## src/rtl/moto_key_ctrl.sv

```systemverilog
// moto_key_ctrl
// Command stage ahead of the PWM motor driver. Raw active-low board keys are
// synchronised, debounced per bit, and passed to the PWM stage as a registered
// active-low key vector. A direction change while the motor runs is delayed
// behind a motor-off dead time so the bridge never reverses under drive.
// Key encoding (0 = pressed/active): bit0 enable, bit1 direction,
// bit2 speed0, bit3 speed1.

module moto_key_ctrl #(
   parameter int DB_CYCLES   = 500000,  // stable cycles needed to accept a key change
   parameter int DB_W        = 20,      // debounce counter width, holds DB_CYCLES-1
   parameter int DEAD_CYCLES = 50000,   // motor-off cycles on a reversal
   parameter int DEAD_W      = 16       // dead-time counter width, holds DEAD_CYCLES-1
) (
   input  logic       sys_clk,
   input  logic       sys_rst,
   input  logic [3:0] key_raw,
   output logic [3:0] key_db,
   output logic [3:0] key_out,
   output logic       moto_run,
   output logic       dead_busy
);

   localparam logic [DB_W-1:0]   DB_LAST   = DB_W'(DB_CYCLES - 1);
   localparam logic [DEAD_W-1:0] DEAD_LAST = DEAD_W'(DEAD_CYCLES - 1);

   typedef enum logic [1:0] {
      ST_IDLE = 2'd0,
      ST_RUN  = 2'd1,
      ST_DEAD = 2'd2
   } state_t;

   // ------------------------------------------------------------------
   // Synchroniser
   // ------------------------------------------------------------------
   logic [3:0] key_meta;
   logic [3:0] key_sync;

   // Two-flop synchroniser per key; idles released (1) out of reset.
   // NOTE: sequential state always uses non-blocking (<=) so every flop
   // samples the pre-edge value of its neighbours; blocking here would
   // collapse the two stages into one.
   always_ff @(posedge sys_clk or posedge sys_rst) begin
      if (sys_rst) begin
         key_meta <= 4'b1111;
         key_sync <= 4'b1111;
      end else begin
         key_meta <= key_raw;
         key_sync <= key_meta;
      end
   end

   // ------------------------------------------------------------------
   // Debounce: one counter per key, counting consecutive mismatch cycles
   // ------------------------------------------------------------------
   logic [DB_W-1:0] db_cnt [4];

   // Accept a key change only after DB_CYCLES consecutive disagreeing cycles.
   // NOTE: the counter array is only four words of flops, so it is reset
   // like any other register; a large RAM-style memory would not be.
   always_ff @(posedge sys_clk or posedge sys_rst) begin
      if (sys_rst) begin
         key_db <= 4'b1111;
         for (int i = 0; i < 4; i++) begin
            db_cnt[i] <= '0;
         end
      end else begin
         for (int i = 0; i < 4; i++) begin
            if (key_sync[i] != key_db[i]) begin
               if (db_cnt[i] == DB_LAST) begin
                  key_db[i] <= key_sync[i];
                  db_cnt[i] <= '0;
               end else begin
                  db_cnt[i] <= db_cnt[i] + 1'b1;
               end
            end else begin
               db_cnt[i] <= '0;
            end
         end
      end
   end

   // ------------------------------------------------------------------
   // Run / dead-time FSM
   // ------------------------------------------------------------------
   state_t            state;
   state_t            state_nxt;
   logic              dir_applied;
   logic              dir_nxt;
   logic [DEAD_W-1:0] dead_cnt;
   logic [DEAD_W-1:0] dead_cnt_nxt;
   logic [3:0]        key_out_nxt;
   logic              en;

   assign en = ~key_db[0];

   // Next state, applied direction and dead-time count from debounced keys.
   // NOTE: every signal driven here gets a default first, so no path can
   // leave one unassigned and infer a latch.
   always_comb begin
      state_nxt    = state;
      dir_nxt      = dir_applied;
      dead_cnt_nxt = dead_cnt;

      unique case (state)
         ST_IDLE: begin
            // Motor stopped: direction tracks the key freely, no dead time.
            dir_nxt      = key_db[1];
            dead_cnt_nxt = '0;
            if (en) begin
               state_nxt = ST_RUN;
            end
         end

         ST_RUN: begin
            // Dropping enable wins over a simultaneous reversal; the new
            // direction is then picked up in IDLE.
            if (!en) begin
               state_nxt = ST_IDLE;
            end else if (key_db[1] != dir_applied) begin
               state_nxt    = ST_DEAD;
               dead_cnt_nxt = '0;
            end
         end

         ST_DEAD: begin
            // The full dead time always runs, whatever the keys do meanwhile.
            if (dead_cnt == DEAD_LAST) begin
               dir_nxt      = key_db[1];
               dead_cnt_nxt = '0;
               state_nxt    = en ? ST_RUN : ST_IDLE;
            end else begin
               dead_cnt_nxt = dead_cnt + 1'b1;
            end
         end

         default: begin
            state_nxt    = ST_IDLE;
            dead_cnt_nxt = '0;
         end
      endcase
   end

   // Output vector as it should look after this edge: enable is asserted
   // only in RUN, direction is whatever will be applied after the edge.
   always_comb begin
      key_out_nxt = {key_db[3:2], dir_nxt, (state_nxt == ST_RUN) ? 1'b0 : 1'b1};
   end

   // State, direction, counter and registered outputs update together.
   always_ff @(posedge sys_clk or posedge sys_rst) begin
      if (sys_rst) begin
         state       <= ST_IDLE;
         dir_applied <= 1'b1;
         dead_cnt    <= '0;
         key_out     <= 4'b1111;
         moto_run    <= 1'b0;
         dead_busy   <= 1'b0;
      end else begin
         state       <= state_nxt;
         dir_applied <= dir_nxt;
         dead_cnt    <= dead_cnt_nxt;
         key_out     <= key_out_nxt;
         moto_run    <= (state_nxt == ST_RUN);
         dead_busy   <= (state_nxt == ST_DEAD);
      end
   end

endmodule
```

## config.mk

```make
export PLATFORM = sky130hd
export DESIGN_NAME = moto_key_ctrl
export DESIGN_NICKNAME = d
export VERILOG_FILES = /design/src/rtl/moto_key_ctrl.sv
export SDC_FILE = /design/constraint.sdc
export NUM_CORES = 1
export LEC_CHECK = 0
export ABC_AREA = 1
export CORE_ASPECT_RATIO = 0.75
export CORE_MARGIN = 2
export CORE_UTILIZATION = 56
export CTS_CLUSTER_SIZE = 40
export DETAILED_ROUTE_END_ITERATION = 8
export HOLD_SLACK_MARGIN = 0.06
export PLACE_DENSITY = 0.87
export SYNTH_ARGS = -nofsm -noshare
export SYNTH_HDL_FRONTEND = slang
export SYNTH_SLANG_ARGS = --single-unit
export TNS_END_PERCENT = 50
```

## constraint.sdc

```tcl
create_clock -name sys_clk -period 3.6 [get_ports sys_clk]
set_clock_uncertainty 0.05 [all_clocks]
set_input_delay 0.54 -clock sys_clk [delete_from_list [all_inputs] [get_ports sys_clk]]
set_output_delay 0.54 -clock sys_clk [all_outputs]
set_load 0.1 [all_outputs]
```

Word level (Yosys, flattened, before mapping). Cells that the tools add are included.

Register bits after elaboration: 117. Bits in read-only memories: 0. Input bits: 6. Memories kept: 0. Output and inout bits: 10. RAM bits: 0. Logic and storage cells: 64. Latch bits: 0.

Divide/modulo/power cells: 0. Order comparisons: 0. Reductions and logical operators: 6. Shifts and indexed selects: 0. Multipliers: 0. Bitwise gates (word level): 0. Mux-type cells: 21. Equal/unequal tests: 16. Add/subtract/negate cells: 5.

Operator list (number): $mux W20 (8); $add A20 B1 Y20 const B (4); $eq A20 B19 Y1 const B (4); $mux W16 (3); $pmux W16 S2 (1); $add A16 B1 Y16 const B (1); $eq A16 B16 Y1 const B (1); $reduce_and A2 Y1 (5); $mux W2 (4); $pmux W2 S3 (1); $ne A1 B1 Y1 (5); $eq A2 B1 Y1 const B (2); $eq A2 B2 Y1 const B (2); $ne A2 B2 Y1 const B (2); $mux W1 (3); $logic_not A2 Y1 (1); $pmux W1 S2 (1).

Depth between registers and ports, before layout. Gate-level depths: netlist of run 1.

Depth in word-level cells: 6. Depth in mapped cells: 10. Depth with buffers taken out: 10.

Worst setup path before layout of run 1. No wires, ideal clock.

Kind: register to register. From: register key_db[1]. To: register dead_cnt[11]. Buffers on the path: 1. Required time: 3.424 ns. Clock period less this slack: 1.734 ns. Cell stages (with the launch flop): 8. Path slack: 1.866 ns. Arrival time: 1.558 ns. Library setup time: 0.126 ns. Path through: dfstp_2 xor2_1 nand2_1 nand2_2 inv_2 buf_6 nand2_1 o21ai_0.

Longest elaborated chain between the ends: 3.

RTL lines: from (decl) (RTL line 18) `output logic [3:0] key_db,`; from (signal, indexed assignment) (RTL line 71) `key_db[i] <= key_sync[i];`; $ne A1 B1 Y1 (RTL line 120) `end else if (key_db[1] != dir_applied) begin`; $ne A2 B2 Y1 (no source line); $reduce_and A2 Y1 (no source line); to (signal assigned) (RTL line 162) `dead_cnt <= dead_cnt_nxt;`; to (decl) (RTL line 90) `logic [DEAD_W-1:0] dead_cnt;`.

Every way passes these cells. A chain may end at the register's enable or synchronous reset.

Worst setup path after layout of run 1.
From: register key_db[1]. To: output port key_db[1].

No word-level cell between the ends.

==> flow_summary.yaml, run 1 <==
status:
  outcome: "completed"
synth:
  ys_warn_count: 0
  post-synth-top-count-cell: "nor2_1"
  async_flop_share_pct: 100
  syn_area_per_cell_um2: 7.59
  synthesis.instances: 857
  synthFlopType: "dfrtp_1"
  synthDistinctLibCells: 34
  netlist_area_mm2: 0.00650
  synth_top_cell_area_share_pct: 38.5
  ys_ff_latch: 116
  synth_top_area_cell: "dfrtp_1"
  synth_nets: 868
  synth_top_cells_by_area: "dfrtp_1 38%, nor2_1 9.8%, nand2_1 9.6%"
  synth_edf_count: 0
  synth_seq_area_share_pct: 44.9
  synth_commonest_cells: "169 x nor2_1, 167 x nand2_1, 107 x inv_1"
floorplan:
  ioPinCount: 16
  initial_utilization_pct: 56.8
  core_area_mm2: 0.0114
  die_area_mm2: 0.0125
  fp.dieW_um: 128
  rows: 34
  die_height_um: 97.3
timing:
  max_freq_mhz: 364
  timing_worst_slew_pin_value_ns: 0.969
  rsz0062_at_grt: "no"
  period_needed_ns: 2.75
  tns_ns: 0
  max_slew_margin_pct: 35.2
  hold_violations: 0
  min_period_over_period_pct: 76.4
  timing.hold.ws_ns: 0.305
  setup_viol: 0
  final_max_slew_viol_count: 0
worst_setup_path:
  start_kind: "register"
  end_kind: "output port"
  cp.required_ns: 3.01
  path_buf_inv: 1
  critical_path_arrival_ns: 2.16
  path_class: "register to output port"
  slowest_delay_ns: 1.15
  cp_top_family: "buffers and inverters"
  crit_slowest_cell: "clkdlybuf4s50_1"
  crit_chain: "clkdlybuf4s50_1"
  worstPathMaxFanout: 5
placed_design:
  gp_congestion: 0.930
  dp_hpwl_mm: 9.96
  port_buffers: 15
global_route:
  grt_pass1_wl_mm: 25.2
  antenna_found_initial: 1
  grt_usage_pct: 25.2
  grt_max_degree: 44
  overflow: 0
  grt_pass1_vias: 5502
power:
  worst_ir_drop_vdd_v: 0.000375
  power.leakage_nw: 3.30
  fin_total_pwr_w: 0.00316
  powerDensity_mw_per_mm2: 425
clocking:
  cts.sinks: 116
  cts_buffers: 17
  cts_resized: 0
  insertion_delay_ns: 0.42
  hold_buffers: 0
  htreeDepth: 4
  clk_path_buf_depth: 2
  cts_tree: "built"
  cts_setup_buffers: 0
  cts_root_buf: "clkbuf_16"
  cts.clk_slew.worst_paths_ns: 0.06
drt:
  drc: 0
  drt_first_pass_iters: 5
  wire_per_inst_um: 13.7
  viasPerCell: 5.47
  ant_nets: 0
  first_iter_violations: 496
  route.vias.total: 5685
  drt_wl_total_mm: 14.2
final_layout:
  num-nets-final: 894
  finish.utilization_pct: 64.9
  insertedDiodeCount: 0
  drive_above_1_share_pct: 11.8
  fill_cells: 920
  syn_to_final_growth_pct: 14.1
hold_path:
  hp-class: "register to register"
run:
  cap_violations: 0
## worst paths after layout
kind / start / endpoint / slack, ns / cells past startpoint
max: key_db[1] / key_db[1] / 0.85 / 1
min: key_meta[3] / key_sync[3] / 0.30 / 0
max reg2reg: db_cnt[40] / db_cnt[58] / 1.90 / 6
min reg2reg: key_meta[3] / key_sync[3] / 0.30 / 0
max in group asynchronous: sys_rst / key_out[3] / 2.18 / 3
min in group asynchronous: sys_rst / db_cnt[74] / 0.59 / 2
## kinds of logic after synthesis
logic type	after synthesis	synth area share (%)
buf+inv	123	7.62
xor+xnor	46	6.19
fa+ha+maj	5	0.962
simple gates	531	37.3
compound gates	36	2.96
flops	116	44.9
## area by class of cell
class	instances	area (µm²)	share of cell area [%]
multi-input cells	618	3090	41.6
clock inverters	14	178	2.39
clock buffers	18	439	5.92
inverters	113	428	5.76
repair buffers	17	190	2.56
well taps	144	180	2.43
flip-flops and latches	116	2920	39.4
## registers in the layout (all words and copies together), names as in the netlist, named ones only
signal     cells
key_out        3
key_sync       4
key_db         4
state          2
dead_busy      1
db_cnt        80
dead_cnt      16
moto_run       1
key_meta       4
## routing by layer
layer,global-route usage (%),share of wire [%]
met1,35.0,46
met2,37.7,45
met3,6.22,6.0
met4,11.0,2.9
met5,0,0.091
## through the flow
step           std cells  worst slack [ns]  area [µm²]
3_3_place_gp        1008              1.31        6810
6_report            1040             0.850        7420
2_1_floorplan        857              1.61        6510
4_1_cts             1040             0.850        7420
3_5_place_dp        1008              1.31        6810
5_1_grt             1040             0.818        7420
## cell usage in the layout, fill, tap and decap left out, types with 4 or more instances in the layout
cell / count
o21ai_0: 18
nand2_1: 167
nand3b_1: 4
nor2_1: 169
dfrtp_1: 100
inv_2: 6
nand2_2: 17
xnor2_1: 8
clkdlybuf4s50_1: 15
nand3_1: 102
and2_1: 5
xor2_1: 38
nor3_1: 12
nor2_4: 10
a21oi_1: 11
inv_1: 106
nand4_1: 20
nor2_2: 14
dfstp_2: 16
clkinvlp_4: 4
ha_1: 5
clkbuf_16: 17
## report_power, final
| group | leakage [nW] | switching [W] | internal (W) |
|---|---|---|---|
| clock | 0.295 | 0.000630 | 0.00111 |
| sequential | 1.54 | 0.0000111 | 0.00132 |
| combinational | 1.46 | 0.0000558 | 0.0000222 |
| total | 3.30 | 0.000697 | 0.00246 |
(Power assumes the default switching activity.)
==> run 2, diff against run 1 <==
--- a/config.mk
+++ b/config.mk
@@ -8,11 +8,11 @@
 export ABC_AREA = 1
 export CORE_ASPECT_RATIO = 0.75
 export CORE_MARGIN = 2
-export CORE_UTILIZATION = 56
+export CORE_UTILIZATION = 60
 export CTS_CLUSTER_SIZE = 40
 export DETAILED_ROUTE_END_ITERATION = 8
 export HOLD_SLACK_MARGIN = 0.06
-export PLACE_DENSITY = 0.87
+export PLACE_DENSITY = 0.89
 export SYNTH_ARGS = -nofsm -noshare
 export SYNTH_HDL_FRONTEND = slang
 export SYNTH_SLANG_ARGS = --single-unit
==> constraint.sdc (replaced) <==
create_clock -name sys_clk -period 2.9 [get_ports sys_clk]
set_clock_uncertainty 0.05 [all_clocks]
set_input_delay 0.435 -clock sys_clk [delete_from_list [all_inputs] [get_ports sys_clk]]
set_output_delay 0.435 -clock sys_clk [all_outputs]
set_load 0.1 [all_outputs]
==> flow_summary.yaml, run 2 (same netlist as run 1, synthesis figures left out) <==
clocking:
  cts.clk_slew.worst_paths_ns: 0.06
  hold_buffers: 0
  cts.sinks: 116
  cts_buffers: 17
  cts_root_buf: "clkbuf_16"
  cts_resized: 0
  cts_tree: "built"
  insertion_delay_ns: 0.42
  htreeDepth: 4
  cts_setup_buffers: 0
  clk_path_buf_depth: 2
worst_setup_path:
  rr_worst_depth: 3
  critical_path_arrival_ns: 1.33
  path_class: "register to output port"
  crit_slowest_cell: "dfstp_2"
  cp.required_ns: 2.41
  crit_chain: "buf_4"
  r2r_slack_ns: 1.23
  start_kind: "register"
  worstPathMaxFanout: 5
  reg2reg_to: "db_cnt[74]"
  worstReg2RegStart: "key_db[0]"
  end_kind: "output port"
  path_buf_inv: 1
  cp_top_family: "flip-flops"
  slowest_delay_ns: 0.59
floorplan:
  rows: 32
  initial_utilization_pct: 62.5
  fp.dieW_um: 124
  core_area_mm2: 0.0104
  die_area_mm2: 0.0117
  die_height_um: 94.2
  ioPinCount: 16
timing:
  final_max_slew_viol_count: 0
  tns_ns: 0
  timing_worst_slew_pin_value_ns: 0.512
  hold_violations: 0
  setup_viol: 0
  max_slew_margin_pct: 65.6
  period_needed_ns: 1.81
  max_freq_mhz: 552
  rsz0062_at_grt: "no"
  min_period_over_period_pct: 62.5
drt:
  viasPerCell: 5.52
  drt_first_pass_iters: 5
  ant_nets: 0
  wire_per_inst_um: 14.5
  first_iter_violations: 607
  drt_wl_total_mm: 15.0
  drc: 0
  route.vias.total: 5695
placed_design:
  placed_area_mm2: 0.00676
  dp_hpwl_mm: 9.94
  gp_congestion: 0.967
  port_buffers: 15
status:
  outcome: "completed"
power:
  worst_ir_drop_vdd_v: 0.000490
  power.share.switching_pct: 21.0
  powerDensity_mw_per_mm2: 549
  p_seq_share_pct: 40.8
  power.leakage_nw: 3.33
  internal_power_w: 0.00321
  net-switching-power_w: 0.000855
  power_frac_comb_pct: 2.3
  clock_power_share_pct: 56.9
global_route:
  overflow: 0
  antenna_found_initial: 0
  grt_pass1_wl_mm: 25.8
  grt_max_degree: 95
  grt_usage_pct: 27.6
  grt_pass1_vias: 5434
final_layout:
  final_cell_area_mm2: 0.00741
  num-nets-final: 894
  layout_common_cells: "169 x nor2_1, 167 x nand2_1, 106 x inv_1"
  drive_above_1_share_pct: 12.8
  largest_reg_flops: 80
  insertedDiodeCount: 0
  top_regs: "db_cnt x80, dead_cnt x16"
  top_register: "db_cnt"
  final_common_cell: "nor2_1"
  syn_to_final_growth_pct: 13.9
hold_path:
  min_path_cells: 0
  hp-class: "register to register"
  hold_path_end: "key_sync[1]"
  worstHoldStart: "key_meta[1]"
run:
  cap_violations: 0
## run 2: routing by layer
metal	up-vias	global-route usage [%]	share of wire [%]
li1	2753	-	-
met1	2638	39.2	46
met2	263	41.1	45
met3	41	5.47	7.3
met4	0	13.1	2.2
met5	-	0	0
## run 2: final cells by class
type	count	area, µm²
clock buffers	19	443
fillers	773	3000
clock inverters	13	206
repair buffers	17	153
multi-input cells	618	3090
well taps	136	170
flip-flops and latches	116	2920
inverters	113	428
## run 2: metrics by stage
step / hold WS, ns / power, W / cells / util (%) / worst slack [ns]
final: 0.305 / 0.00407 / 1032 / 71.2 / 1.09
after global routing: 0.306 / 0.00419 / 1032 / 71.2 / 1.07
after CTS: 0.306 / 0.00409 / 1032 / 71.2 / 1.08
after detailed placement: 0.297 / 0.00178 / 1000 / 64.9 / 1.26
after global placement: 0.295 / 0.00178 / 1000 / 64.9 / 1.35
after floorplan: 0.295 / 0.00175 / 857 / - / 1.01
## run 2: worst max-delay path by stage
stage	startpoint	to	slack (ns)	cells after the start
after detailed placement	key_db[1]	db_cnt[46]	1.26	3
after global routing	key_db[1]	key_db[1]	1.07	1
after floorplan	sys_rst	db_cnt[0]	1.01	1
after global placement	dead_cnt[0]	dead_cnt[10]	1.35	8
after CTS	key_db[1]	key_db[1]	1.08	1
final	key_db[1]	key_db[1]	1.09	1
## run 2: power by group through the flow
stage / combinational (W) / sequential (W) / clock [W]
3_3_place_gp: 0.0000932 / 0.00168 / 0
3_5_place_dp: 0.0000963 / 0.00169 / 0
2_1_floorplan: 0.0000666 / 0.00168 / 0
5_1_grt: 0.000110 / 0.00166 / 0.00241
6_report: 0.0000951 / 0.00166 / 0.00232
4_1_cts: 0.0000971 / 0.00166 / 0.00234
